<file path="src/rtl/maxpool_2x2_stream.sv">
// maxpool_2x2_stream: streaming 2x2 stride-2 max pooling over raster-order activations.
// Define MAXPOOL_AVG_EN to switch to 2x2 average pooling (floored sum >>> 2).
module maxpool_2x2_stream #(
  parameter int DATA_WIDTH = 20,
  parameter int IMG_W = 28,
  parameter int IMG_H = 28
) (
  input  logic                  clk,
  input  logic                  rst_n,
  input  logic                  in_valid,
  input  logic                  in_sof,
  input  logic [DATA_WIDTH-1:0] in_data,
  output logic                  out_valid,
  output logic [DATA_WIDTH-1:0] out_data,
  output logic                  out_last,
  output logic                  err_sof
);
`ifdef MAXPOOL_AVG_EN
  localparam int AW = DATA_WIDTH + 2;
`else
  localparam int AW = DATA_WIDTH;
`endif
  localparam int CW = $clog2(IMG_W);
  localparam int RW = $clog2(IMG_H);
  localparam int LW = IMG_W > 2 ? $clog2(IMG_W / 2) : 1;
  if (IMG_W < 2 || IMG_W % 2 != 0 || IMG_H < 2 || IMG_H % 2 != 0) begin : g_bad_dims
    $fatal(1, "maxpool_2x2_stream: IMG_W and IMG_H must be even and >= 2");
  end
  function automatic logic signed [AW-1:0] pool_op(input logic signed [AW-1:0] a, input logic signed [AW-1:0] b);
`ifdef MAXPOOL_AVG_EN
    return a + b;
`else
    return a > b ? a : b;
`endif
  endfunction
  logic [CW-1:0] col_q, col_d, col_c;
  logic [RW-1:0] row_q, row_d, row_c;
  logic signed [AW-1:0] pair_q, pair_d, din, hv, res;
  logic signed [AW-1:0] lb_q [IMG_W/2];
  logic [LW-1:0] idx;
  logic lb_we, first, last_col, last_row;
  logic out_valid_q, out_valid_d, out_last_q, out_last_d, err_sof_q, err_sof_d;
  logic [DATA_WIDTH-1:0] out_data_q, out_data_d;
  always_comb begin
    first = in_valid && in_sof;
    col_c = first ? '0 : col_q;
    row_c = first ? '0 : row_q;
    last_col = col_c == CW'(IMG_W - 1);
    last_row = row_c == RW'(IMG_H - 1);
    idx = LW'(col_c >> 1);
    din = AW'($signed(in_data));
    hv = pool_op(pair_q, din);
    res = pool_op(lb_q[idx], hv);
    col_d = col_q;
    row_d = row_q;
    pair_d = pair_q;
    lb_we = 1'b0;
    out_valid_d = 1'b0;
    out_last_d = 1'b0;
    out_data_d = out_data_q;
    err_sof_d = first && (col_q != '0 || row_q != '0);
    if (in_valid) begin
      col_d = last_col ? '0 : col_c + 1'b1;
      row_d = last_col ? (last_row ? '0 : row_c + 1'b1) : row_c;
      if (!col_c[0]) pair_d = din;
      else if (!row_c[0]) lb_we = 1'b1;
      else begin
        out_valid_d = 1'b1;
        out_last_d = last_col && last_row;
`ifdef MAXPOOL_AVG_EN
        out_data_d = DATA_WIDTH'(res >>> 2);
`else
        out_data_d = res;
`endif
      end
    end
  end
  always_ff @(posedge clk or negedge rst_n) begin
    if (!rst_n) begin
      col_q <= '0;
      row_q <= '0;
      pair_q <= '0;
      out_valid_q <= 1'b0;
      out_last_q <= 1'b0;
      out_data_q <= '0;
      err_sof_q <= 1'b0;
    end else begin
      col_q <= col_d;
      row_q <= row_d;
      pair_q <= pair_d;
      out_valid_q <= out_valid_d;
      out_last_q <= out_last_d;
      out_data_q <= out_data_d;
      err_sof_q <= err_sof_d;
    end
  end
  // Line buffer is always written on an even row before the odd row reads it, so it needs no reset.
  always_ff @(posedge clk) begin
    if (lb_we) lb_q[idx] <= hv;
  end
  assign out_valid = out_valid_q;
  assign out_data = out_data_q;
  assign out_last = out_last_q;
  assign err_sof = err_sof_q;
endmodule
</file>
<file path="config.mk">
export PLATFORM = sky130hd
export DESIGN_NAME = maxpool_2x2_stream
export DESIGN_NICKNAME = d
export VERILOG_FILES = /design/src/rtl/maxpool_2x2_stream.sv
export SDC_FILE = /design/constraint.sdc
export NUM_CORES = 1
export LEC_CHECK = 0
export BUFFER_PORTS_ARGS = -buffer_cell sky130_fd_sc_hd__buf_2
export CORE_MARGIN = 8
export CORE_UTILIZATION = 40
export CTS_BUF_LIST = sky130_fd_sc_hd__clkbuf_4
export CTS_CLUSTER_SIZE = 20
export DETAILED_ROUTE_END_ITERATION = 16
export HOLD_SLACK_MARGIN = 0.15
export PLACE_DENSITY_LB_ADDON = 0.15
export SLEW_MARGIN = 15
export SYNTH_ARGS = -nofsm -noshare
export SYNTH_HDL_FRONTEND = slang
export SYNTH_SLANG_ARGS = --single-unit
</file>
<file path="constraint.sdc">
create_clock -name clk -period 5.4 [get_ports clk]
set_input_delay 1.08 -clock clk [delete_from_list [all_inputs] [get_ports clk]]
set_output_delay 1.08 -clock clk [all_outputs]
set_load 0.01 [all_outputs]
</file>
Word-level counts from Yosys, hierarchy flattened
Memories as Yosys holds them, arrays and structs flattened.
Index checks and enable logic that the tools add are counted.
{"block": "totals", "wordCells": 41, "register_bits": 53, "ramBits": 280, "latchBits": 0, "rom_bits": 0, "memories": 1, "input_bits": 24}
{"name": "lb_q", "words": 14, "word_bits": 20, "read_ports": 1, "rd_ports_with_merged_regs": 0, "wr": 1, "line": "39", "rtl": "logic signed [AW-1:0] lb_q [IMG_W/2];"}
{"block": "classes", "n_bitwise": 1, "multipliers": 0, "eq_ne": 2, "muxes": 18, "reduce_logical": 8, "n_div": 0, "n_shift": 0, "add_sub_neg": 2, "order_cmp": 2}
{"cell": "20-bit > comparator", "n": 2}
{"cell": "20-bit two-way mux", "n": 2}
{"cell": "5-bit two-way mux", "n": 5}
{"cell": "1-bit two-way mux", "n": 11}
{"cell": "5-bit by 1-bit adder with 5-bit output, second input constant", "n": 2}
{"cell": "5-bit == test, second input constant", "n": 2}
{"cell": "5-bit nonzero test", "n": 2}
{"cell": "1-bit logical AND", "n": 3}
{"cell": "3-bit AND reduction", "n": 1}
{"cell": "2-bit AND reduction", "n": 1}
{"cell": "1-bit logical OR", "n": 1}
{"cell": "1-bit NOT", "n": 1}

Longest topological paths before layout
{"block": "logic_depth", "depth_word": 7, "depth_mapped": 19, "ltp_nobuf": 16}

Least setup slack after synthesis
Ideal clock, no wire load.
{"block": "synth_path", "path_kind": "input to register", "startpoint": "input in_data[19]", "endpoint": "register out_data_q[0], in the netlist out_data[0]", "t_arrival_ns": 4.434, "path_slack_ns": 0.847, "t_required_ns": 5.280, "path_stages": 18, "path_cell_list": "inv_1 > ha_1 > buf_4 > nand4_4 > or3_1 > buf_4 > o22ai_2 > buf_4 > a22oi_1 > and3_1 > ha_1 > a21oi_1 > o21ai_0 > a221oi_1 > o2111ai_1 > mux2_1 > clkbuf_1 > a31o_1"}
{"block": "synth_via", "elab_chain_cells": 4}
{"item": "from (decl)", "line": "12", "rtl": "input logic [DATA_WIDTH-1:0] in_data,"}
{"item": "20-bit > comparator", "line": "33", "rtl": "return a > b ? a : b;"}
{"item": "20-bit two-way mux (*)", "line": "33"}
{"item": "20-bit > comparator", "line": "33"}
{"item": "20-bit two-way mux (*)", "line": "33"}
{"item": "to (signal assigned)", "line": "93", "rtl": "out_data_q <= out_data_d;"}
{"item": "to (decl)", "line": "43", "rtl": "logic [DATA_WIDTH-1:0] out_data_q, out_data_d;"}
Mark *: on every way between the ends. The rest lies on a longest branch, timed or not.
A chain may end at the register's enable or synchronous reset.

Worst setup path after layout
{"block": "layout_path", "startpoint": "register col_q[2]", "endpoint": "register out_data_q[0], in the netlist out_data[0]"}
{"block": "layout_via", "elab_chain_cells": 4}
{"item": "from (decl)", "line": "36", "rtl": "logic [CW-1:0] col_q, col_d, col_c;"}
{"item": "from (signal assigned)", "line": "88", "rtl": "col_q <= col_d;"}
{"item": "5-bit two-way mux (*)", "line": "46", "rtl": "col_c = first ? '0 : col_q;"}
{"item": "memory 14 x 20 bit (*)"}
{"item": "20-bit > comparator", "line": "33"}
{"item": "20-bit two-way mux (*)", "line": "33"}
Marks and branches as above.

==> results_dict.tcl <==
set metrics [dict create \
    power.internal_uw 5138 \
    reg2reg_depth 15 \
    grt_overflow 0 \
    fin_nets 1407 \
    max-clock-path-buffers 3 \
    cts_buffers 88 \
    r2r-end "out_data[0]" \
    critPathLaunchType "register" \
    postCtsHoldBufs 0 \
    power_frac_seq_pct 40.9 \
    max_freq_mhz 217.1 \
    hp-class "primary input to async pin" \
    p_clk_share_pct 27.4 \
    ys_async_sr_fraction_pct 15.92 \
    ff2ff_setup_slack_ps 790 \
    clk_latency_ps 770 \
    ir_worst_vdd_mv 0.1827 \
    io_pins 47 \
    hold_violations 0 \
    finalHoldWorstSlack_ps 357.1 \
    reg2reg_from "col_q[2]" \
    period_needed_ps 4605 \
    port_buffers 46 \
    post_drt_via_cell_ratio 5.634 \
    wl_per_cell_um 22.35 \
    slew_viol_final 0 \
    synth_area_per_cell_sq_um 12.35 \
    synth_edf_count 280 \
    cp_max_fo 38 \
    grt_pass1_wl_um 65610 \
    run_status "finished, final reports clean" \
    cap_viol_max_count 0 \
    rsz0062_at_grt "no" \
    combPwrFrac_pct 31.7 \
    core-area_sq_um 37760 \
    antenna_found_initial 1 \
    clk_pin_slew_worst_paths_ps 70 \
    critPathArrivalTime_ps 5270 \
    htree_levels 3 \
    grt_max_degree 82 \
    netlist_area_sq_um 15350 \
    cp_cell_sequence "a21bo_2 -> nor2_4 -> buf_4 -> a22oi_1 -> a21oi_1 -> or4_4 -> ha_1 -> a21oi_1 -> o21ai_0 -> a221oi_1 -> o2111ai_1 -> mux2_1 -> buf_4 -> o31ai_1 -> a31o_1" \
    dr.pass1.iters 5 \
    syn-num-nets 1309 \
    gp_congestion 0.8350 \
    drtIter0Drc 947 \
    ant_nets 0 \
    timing_worst_slew_pin_value_ps 1098 \
    yosys_most_used_dff "edfxtp_1" \
    worst_ep_required_time_ps 6070 \
    grt_usage_pct 19.12 \
    p_sw_share_pct 34.53 \
    start_util_pct 40.67 \
    crit_slowest_cell "nor2_4" \
    min_period_over_period_pct 85.28 \
    die_area_sq_um 44910 \
    cts-root-buf "clkbuf_4" \
    seq_area_frac_synth_pct 63.40 \
    clock_skew_ps 52.56 \
    end_kind "register" \
    crit_path_end "out_data[0]" \
    totalWireLength_um 42560 \
    register_area_sq_um 9734 \
    setup_viol 0 \
    grt_pass1_vias 10750 \
    post_cts_resized 0 \
    synth_seq_cells 333 \
    multi_input_area_sq_um 5102 \
    power_density_nw_per_um2 448.4 \
    cts_tree "yes" \
    path_class "register to register" \
    die_h_um 211.9 \
    vias 10730 \
    dp_hpwl_um 25930 \
    yosys_warnings 0 \
    finalSetupTns_ps 0 \
    synth_cell_type_count 63 \
    layout-drive-gt1-share_pct 20.91 \
    route.detailed.drc 0 \
    num-fill-cells 3436 \
    num_rows 71 \
    p_leak_uw 0.006444 \
    max_slew_margin_pct 26.49 \
    area_delta_synth_final_pct 14.01 \
    syn_inst 1243 \
    switchingPower_uw 2711 \
    clock-sinks 333 \
    worstSetupStartpoint "col_q[2]" \
    die_w_um 211.9 \
    cts_setup_buffers 0 \
    max_stage_delay_ps 710 \
]
[through the flow]
stage / instances / power, uW / setup WS [ps] / area (sq um) / utilization [%]
2_1_floorplan: 1243 / 4845 / 846.8 / 15350 / -
3_3_place_gp: 1762 / 5720 / 255.3 / 16440 / 43.54
3_5_place_dp: 1762 / 5744 / 153.7 / 16440 / 43.54
4_1_cts: 1903 / 7923 / 780.4 / 17500 / 46.36
5_1_grt: 1904 / 8320 / 479.8 / 17510 / 46.37
6_report: 1904 / 7849 / 794.8 / 17510 / 46.37
[power groups by stage]
stage	Combinational, uW	Sequential (uW)	Clock (uW)
2_1_floorplan	1630	3220	0
3_3_place_gp	2460	3260	0
3_5_place_dp	2480	3260	0
4_1_cts	2490	3210	2220
5_1_grt	2740	3230	2350
6_report	2490	3210	2150
[worst min path at each step]
stage                              to  slack, ps  cells past startpoint
after floorplan            pair_q[10]        500                      2
after global placement    out_data[3]        480                      2
after detailed placement  out_data[3]        490                      2
after CTS                  pair_q[13]        320                      1
after global routing       pair_q[13]        350                      1
final                       pair_q[0]        360                      1
[registers in the layout, indices dropped and copies added (netlist names)]
register and cells:
pair_q 20, out_last 1, err_sof 1, row_q 5, col_q 5, out_data 20, out_valid 1, lb_q 280
[cells by family after synthesis]
| logic type | count (synthesis) | share of synthesized area (%) |
|---|---|---|
| fa+ha+maj | 42 | 3.422 |
| simple gates | 309 | 10.71 |
| xor+xnor | 1 | 0.05705 |
| flops | 333 | 63.40 |
| compound gates | 411 | 18.02 |
| buf+inv | 141 | 3.887 |
| mux | 6 | 0.5052 |
[area by class of cell]
type                       count  area share [%]
antenna                        1         0.01429
clock buffer                 123           5.275
clock inverter                18          0.8148
inverter                      48           1.029
multi-input combinational    769           29.15
sequential                   333           55.61
tap                          511           3.652
timing repair buffer         101           4.460
[layout by cell type (no fill, tap or decap), types with 4 or more instances in the layout]
cell type,instances
clkinv_1,8
o21ai_1,39
ha_1,41
inv_1,46
or4_4,18
nor2_2,15
o221ai_1,19
and4_1,6
clkbuf_4,123
and3_1,22
a2111o_1,19
nand2b_1,20
and2_1,42
buf_2,46
nor2b_1,5
a22oi_1,133
a21o_1,4
buf_4,44
nand3_1,9
o32ai_1,19
a21oi_1,111
nand4_1,4
edfxtp_1,280
dfrtp_1,53
o21ai_0,34
clkinv_2,4
buf_12,11
nand2_1,121
nor2_1,29
[per-layer routing]
metal | track usage, % | up-vias | wire length [um]
li1 | - | 5025 | -
met1 | 25.76 | 5269 | 18850
met2 | 30.62 | 368 | 19980
met3 | 4.230 | 66 | 2943
met4 | 5.727 | 0 | 784
met5 | 0 | - | 0
[synthesized netlist by cell type, types with 2 or more instances]
master	number	share of area [%]
nor4_1	2	0.081
nand3_1	9	0.29
nor2b_1	5	0.20
o32ai_1	19	1.1
buf_6	3	0.22
nor4b_1	2	0.11
a21bo_2	2	0.13
o21a_1	3	0.15
or4_4	18	1.3
dfrtp_1	53	8.6
nand4_1	4	0.16
a21oi_1	112	3.7
mux2_2	3	0.22
a22oi_1	133	6.5
nand2_1	121	3.0
a21o_1	4	0.20
clkbuf_1	66	1.6
o21ai_0	35	1.1
o21ai_1	40	1.3
and2_1	42	1.7
buf_2	18	0.59
buf_4	6	0.29
o221ai_1	19	1.1
inv_2	2	0.049
inv_1	46	1.1
or3_1	2	0.081
nand2b_1	20	0.81
and3_1	23	0.94
and4_1	6	0.34
o211ai_1	3	0.15
o31ai_1	3	0.15
o2111ai_1	3	0.17
a22o_1	3	0.17
a2111o_1	19	1.4
nor2_1	45	1.1
edfxtp_1	280	55
a31oi_1	2	0.081
ha_1	42	3.4
[critical path: cells and delay by family, from the launching register on]
kind,cells,cell delay (ps)
mux,1,370
flops,1,660
fa+ha+maj,1,230
buf+inv,2,550
compound gates,9,1800
simple gates,2,850
No activity file was read; power rests on OpenSTA's default activity.
